File: src/rtl/aer_pkg.sv
// Shared types for the AER receive path: event encoding, buffered event record
// and receiver handshake states.
package aer_pkg;

  localparam int AER_M = 8;

  typedef enum logic [1:0] {
    AER_SPIKE = 2'b00,
    AER_TSTEP = 2'b01,
    AER_RSV0  = 2'b10,
    AER_RSV1  = 2'b11
  } aer_evt_type_e;

  typedef struct packed {
    aer_evt_type_e          evt_type;
    logic [AER_M-1:0]       addr;
  } aer_evt_t;

  typedef enum logic {
    S_IDLE = 1'b0,
    S_ACK  = 1'b1
  } rx_state_e;

  // Both reserved codes share the upper bit.
  function automatic logic is_reserved(input aer_evt_type_e t);
    return t[1];
  endfunction

endpackage

File: src/rtl/aer_rx_fifo.sv
// First-word fall-through FIFO on a register array; head is always mem[rd_ptr].
// Full/empty come straight from the registered occupancy count.
module aer_rx_fifo
  import aer_pkg::*;
#(
  parameter int  DEPTH = 16,
  parameter type T     = aer_evt_t
) (
  input  logic clk,
  input  logic rst_n,
  input  logic push_i,
  input  T     push_data_i,
  input  logic pop_i,
  output T     head_o,
  output logic full_o,
  output logic empty_o
);

  localparam int AW = $clog2(DEPTH);
  localparam int CW = AW + 1;

  T                mem_q [DEPTH];
  logic [AW-1:0]   wr_ptr_q, rd_ptr_q;
  logic [CW-1:0]   count_q;
  logic            push_ok, pop_ok;

  assign full_o  = (count_q == CW'(DEPTH));
  assign empty_o = (count_q == '0);
  assign push_ok = push_i && !full_o;
  assign pop_ok  = pop_i && !empty_o;
  assign head_o  = mem_q[rd_ptr_q];

  always_ff @(posedge clk or negedge rst_n) begin
    if (!rst_n) begin
      wr_ptr_q <= '0;
      rd_ptr_q <= '0;
      count_q  <= '0;
    end else begin
      if (push_ok) wr_ptr_q <= wr_ptr_q + AW'(1);
      if (pop_ok)  rd_ptr_q <= rd_ptr_q + AW'(1);
      case ({push_ok, pop_ok})
        2'b10:   count_q <= count_q + CW'(1);
        2'b01:   count_q <= count_q - CW'(1);
        default: count_q <= count_q;
      endcase
    end
  end

  // Storage needs no reset: the empty flag masks stale contents.
  always_ff @(posedge clk) begin
    if (push_ok) mem_q[wr_ptr_q] <= push_data_i;
  end

endmodule

File: src/rtl/aer_receiver.sv
// AER 4-phase receiver: synchronises REQ, decodes the bundled address, buffers
// events in a FWFT FIFO and returns ACK, withholding it while full or disabled.
module aer_receiver
  import aer_pkg::*;
#(
  parameter int M     = 8,
  parameter int DEPTH = 16,
  parameter int CNT_W = 16
) (
  input  logic             CLK,
  input  logic             RSTN,
  input  logic             enable_i,
  input  logic [M+1:0]     AER_ADDR_i,
  input  logic             AER_REQ_i,
  output logic             AER_ACK_o,
  output logic             evt_valid_o,
  input  logic             evt_ready_i,
  output logic [1:0]       evt_type_o,
  output logic [M-1:0]     evt_addr_o,
  output logic [CNT_W-1:0] evt_count_o,
  output logic [CNT_W-1:0] drop_count_o,
  output logic             busy_o
);

  typedef struct packed {
    aer_evt_type_e evt_type;
    logic [M-1:0]  addr;
  } evt_t;

  logic       req_meta_q, req_s_q;
  rx_state_e  state_q, state_d;
  logic       ack_q, ack_d;
  logic       push, inc_evt, inc_drop;
  logic       fifo_full, fifo_empty, pop;
  logic [CNT_W-1:0] evt_cnt_q, drop_cnt_q;
  aer_evt_type_e    in_type;
  evt_t             in_evt, head;

  always_ff @(posedge CLK or negedge RSTN) begin
    if (!RSTN) begin
      req_meta_q <= 1'b0;
      req_s_q    <= 1'b0;
    end else begin
      req_meta_q <= AER_REQ_i;
      req_s_q    <= req_meta_q;
    end
  end

  assign in_type         = aer_evt_type_e'(AER_ADDR_i[M+1:M]);
  assign in_evt.evt_type = in_type;
  assign in_evt.addr     = (in_type == AER_TSTEP) ? '0 : AER_ADDR_i[M-1:0];

  always_ff @(posedge CLK or negedge RSTN) begin
    if (!RSTN) begin
      state_q <= S_IDLE;
      ack_q   <= 1'b0;
    end else begin
      state_q <= state_d;
      ack_q   <= ack_d;
    end
  end

  always_comb begin
    state_d  = state_q;
    ack_d    = ack_q;
    push     = 1'b0;
    inc_evt  = 1'b0;
    inc_drop = 1'b0;
    case (state_q)
      S_IDLE: begin
        // Full is checked before decode, so reserved events also wait for space.
        if (req_s_q && enable_i && !fifo_full) begin
          if (is_reserved(in_type)) begin
            inc_drop = 1'b1;
          end else begin
            push    = 1'b1;
            inc_evt = 1'b1;
          end
          state_d = S_ACK;
          ack_d   = 1'b1;
        end
      end
      S_ACK: begin
        if (!req_s_q) begin
          state_d = S_IDLE;
          ack_d   = 1'b0;
        end
      end
      default: begin
        state_d = S_IDLE;
        ack_d   = 1'b0;
      end
    endcase
  end

  always_ff @(posedge CLK or negedge RSTN) begin
    if (!RSTN) begin
      evt_cnt_q  <= '0;
      drop_cnt_q <= '0;
    end else begin
      if (inc_evt && (evt_cnt_q != '1))   evt_cnt_q  <= evt_cnt_q + CNT_W'(1);
      if (inc_drop && (drop_cnt_q != '1)) drop_cnt_q <= drop_cnt_q + CNT_W'(1);
    end
  end

  assign pop = evt_valid_o && evt_ready_i;

  aer_rx_fifo #(
    .DEPTH (DEPTH),
    .T     (evt_t)
  ) u_fifo (
    .clk         (CLK),
    .rst_n       (RSTN),
    .push_i      (push),
    .push_data_i (in_evt),
    .pop_i       (pop),
    .head_o      (head),
    .full_o      (fifo_full),
    .empty_o     (fifo_empty)
  );

  assign AER_ACK_o    = ack_q;
  assign busy_o       = (state_q != S_IDLE);
  assign evt_valid_o  = !fifo_empty;
  assign evt_type_o   = fifo_empty ? 2'b00 : head.evt_type;
  assign evt_addr_o   = fifo_empty ? '0 : head.addr;
  assign evt_count_o  = evt_cnt_q;
  assign drop_count_o = drop_cnt_q;

endmodule

File: config.mk
export PLATFORM = sky130hd
export DESIGN_NAME = aer_receiver
export DESIGN_NICKNAME = d
export VERILOG_FILES = /design/src/rtl/aer_pkg.sv /design/src/rtl/aer_rx_fifo.sv /design/src/rtl/aer_receiver.sv
export SDC_FILE = /design/constraint.sdc
export NUM_CORES = 1
export LEC_CHECK = 0
export ABC_AREA = 1
export CORE_UTILIZATION = 50
export CTS_CLUSTER_SIZE = 24
export DETAILED_ROUTE_END_ITERATION = 10
export GPL_ROUTABILITY_DRIVEN = 0
export PLACE_DENSITY = 0.72
export SETUP_SLACK_MARGIN = 0.5
export SLEW_MARGIN = 20
export SYNTH_ARGS = -nofsm -noshare
export SYNTH_HDL_FRONTEND = slang
export SYNTH_HIERARCHICAL = 1
export SYNTH_SLANG_ARGS = --single-unit
File: constraint.sdc
create_clock -name CLK -period 5.6 [get_ports CLK]
set_clock_uncertainty 0.05 [all_clocks]
set_input_delay 0.84 -clock CLK [delete_from_list [all_inputs] [get_ports CLK]]
set_output_delay 0.84 -clock CLK [all_outputs]
set_load 0.05 [all_outputs]
==> key figures <==
Clocking
  – Clk root buf: clkbuf_16
  – Clk Latency, worst-skew pair: 490 ps
  – Resized cells post-CTS: 0
  – Clock-pin slew of the registers on the worst-case setup and hold paths: 60 ps
  – Hold_buf cts: 0
  – TritonCTS clock tree: built
  – Maximum root-to-sink buffer count: 3
  – H-tree levels: 1
  – Setup Buffers After CTS: 0
  – Total CTS buffers: 22
  – Clock net sink count: about 210

Setup path
  – CP cell instances: inv_1, nor2_2, nand3_1, nand2_1, nor2_1, nand2_1, nand2_1, inv_1, nor2_1, clkdlybuf4s50_1
  – R2R depth: 17
  – CP bufs+invs: 3
  – CP required: approximately 4700 ps
  – Critical R2R Capture: u_fifo/count_q[4]
  – CP arrival: around 3500 ps
  – Crit end category: primary output
  – Slowest stage delay, CP: 890 ps
  – Most used cell along the critical path: nand2_1
  – Worst path slowest cell: nor2_2
  – CP startpoint kind: flip-flop
  – Setup Crit Path Kind: flip-flop to primary output
  – Worst r2r src: u_fifo/count_q[0]
  – Reg2Reg Setup Slack: 2560 ps
  – Stages on the worst setup path: 10
  – Crit Path Max Fanout: 21
  – Cell family with most CP delay: simple AND/OR/NAND/NOR gates

Cells and area
  – Reg area: 6032 um2
  – Total Nets Final: 1,190
  – Antenna diode count: 0
  – Layout area overhead: 15.50%
  – Highest-count cells in the layout ignoring fill and taps: 425 x nand2_1, 160 x edfxtp_1, 137 x inv_1
  – Final Cell Area: 11,460 um2
  – Filler instances: around 1,600
  – Layout cells sized above 1: around 6%
  – Most common cell after layout, fill and taps aside: nand2_1
  – Final core utilization: 58.87%
  – Multi-input combinational cell area: between 3000 and 4000 um2

Yosys
  – Yosys Warn Count: 6
  – Seq/Total Area, Yosys: slightly above 60%
  – Syn avg cell area: around 9 um2
  – Yosys reg bits: 209
  – Synth Cell Area: 9920 um2
  – Top cells by area, synth: edfxtp_1 48%, nand2_1 16%, dfrtp_1 12%
  – Largest area contributor in the netlist: edfxtp_1
  – Syn Inst Count: about 1,100
  – Netlist cell types: 30
  – Synth top area share: 48.44%
  – Synth Net Count: 1,127

Global routing
  – Total GRT Usage: between 20 and 25%
  – Largest net degree at the start of global routing: 102
  – Initial antenna violation count: 0
  – Number of global-route vias before repair: 6,935
  – First-pass GRT wire length: approximately 36 mm
  – Grt ovf: 0

Routing
  – Pre-antenna DRT Iters: 5
  – Avg WL per Cell: 15.26 um
  – Remaining antenna violation count: 0
  – Post-Route WL: 22.03 mm
  – Vias: 7,200
  – Initial DRC Count: 603
  – Number of vias per cell: between 4 and 5
  – DRC: 0

Placed design
  – Port Buf Inserts: just under 60
  – Post-DP Area: 10,760 um2
  – HPWL Detailed: 13.83 mm

STA
  – RSZ-0062 raised after global routing: no
  – Final hold violation count: 0
  – Endpoints failing setup: 0
  – Worst slew pin tran: 1112 ps
  – Crit path time final: 4388 ps
  – Rel. slew slack: approximately a quarter
  – F_max: 227.9 MHz
  – Final period utilization: between 70% and 80%
  – Setup TNS: 0 ps
  – Fin. max-slew vios: 0
  – Min Hold Slack: roughly 300 ps

Power and ir drop
  – Gate power share: roughly 38%
  – Total power draw: 5287 uW
  – Register share of total power: 35.8%
  – Sw Share: 39.48%
  – P_sw: roughly 2100 uW
  – VDD IR max: 0.0002897 V
  – Clk network pwr share: 26.4%
  – Leak: between 0.005 and 0.006 uW
  – Pwr/cell area: 461.5 nW/um2
  – Internal: roughly 3200 uW

Job
  – Max_cap viols: 0

Hold path
  – Hold Path Depth: 0
  – Hold crit path type: flip-flop to flip-flop
  – Hold worst-path end: req_s_q
  – Worst hold start: req_meta_q

Floorplan
  – Die Footprint: 20,410 um2
  – Die H: 142.9 um
  – Std cell rows: 51
  – Core area: 19,460 um2
  – Initial core utilization: 50.97%
  – Die Wd: approximately 140 um
  – I/O pins: 60

Run status
  – Status: finished, final reports clean
[flip-flops by register name (all words and copies together), names as in the netlist]
| register | count |
|---|---|
| u_fifo/count_q | 5 |
| u_fifo/mem_q | 160 |
| u_fifo/wr_ptr_q | 4 |
| busy_o | 1 |
| req_meta_q | 1 |
| drop_count_o | 16 |
| evt_count_o | 16 |
| u_fifo/rd_ptr_q | 4 |
| AER_ACK_o | 1 |
| req_s_q | 1 |
[cells by family (layout without fill, tap and decap cells)]
kind of cell / after synthesis / count (layout) / share of synthesized area [%]
compound gates: 12 / 12 / 0.7821
xor+xnor: 18 / 18 / 1.589
fa+ha+maj: 12 / 12 / 1.589
buf+inv: 172 / 250 / 7.000
flops: 209 / 209 / 60.80
simple gates: 677 / 677 / 28.24
[worst reg2reg max path: cells and delay by family (launching register included)]
| family | cells | cell delay, ps |
|---|---|---|
| fa+ha+maj | 2 | 630 |
| buf+inv | 5 | 720 |
| flops | 1 | 400 |
| simple gates | 10 | 1130 |
[per-layer routing]
metal	up-vias	routed length (um)	global-route usage, %
met5	-	0	0
met4	0	886	10.07
met3	44	1199	2.951
met2	223	10670	38.78
met1	3338	9273	29.80
li1	3595	-	-
[area by class of cell]
| cell class | count | area share [%] |
|---|---|---|
| sequential | 209 | 52.65 |
| multi-input combinational | 719 | 27.97 |
| timing repair buffer | 69 | 5.766 |
| clock buffer | 30 | 5.428 |
| inverter | 142 | 4.663 |
| tap | 265 | 2.894 |
| clock inverter | 9 | 0.6334 |
[power by group through the flow]
stage	registers (uW)	logic (uW)	clock network, uW
detailed placement	1920	2000	0
finish	1900	2000	1390
global placement	1920	1970	0
CTS	1890	2000	1420
floorplan	2000	1350	0
global route	1910	2210	1480
[cells in the mapped netlist]
library cell	number
buf_4	9
clkbuf_1	9
edfxtp_1	160
o21ai_0	7
inv_2	4
nand2_8	1
inv_1	137
or2_2	1
buf_2	12
nand2_4	2
clkinv_1	1
nand3_4	1
nand3_1	82
xnor2_1	8
xor2_1	10
nand2_1	425
o21ai_2	3
nand2_2	3
nand4_1	16
nand3b_1	3
nor2_1	133
a21oi_2	1
ha_1	11
fa_1	1
nand3_2	3
o31ai_1	1
and2_1	1
dfrtp_1	49
nor2_2	3
nor2_4	3
[worst max path at each step]
stage | from | endpoint | slack, ps
2_1_floorplan | u_fifo/rd_ptr_q[1] | evt_addr_o[0] | 3000
4_1_cts | u_fifo/rd_ptr_q[2] | evt_type_o[1] | 1210
3_5_place_dp | AER_ADDR_i[9] | u_fifo/mem_q[13][5] | 1690
5_1_grt | u_fifo/rd_ptr_q[2] | evt_addr_o[4] | 1010
3_3_place_gp | AER_ADDR_i[9] | u_fifo/mem_q[8][5] | 1760
6_report | u_fifo/rd_ptr_q[2] | evt_addr_o[7] | 1210
[through the flow]
step / std cells / setup WS (ps)
2_1_floorplan: 1100 / 2996
3_3_place_gp: 1404 / 1758
3_5_place_dp: 1404 / 1693
4_1_cts: 1443 / 1208
5_1_grt: 1443 / 1006
6_report: 1443 / 1212
Power figures use the tool's default switching activity.
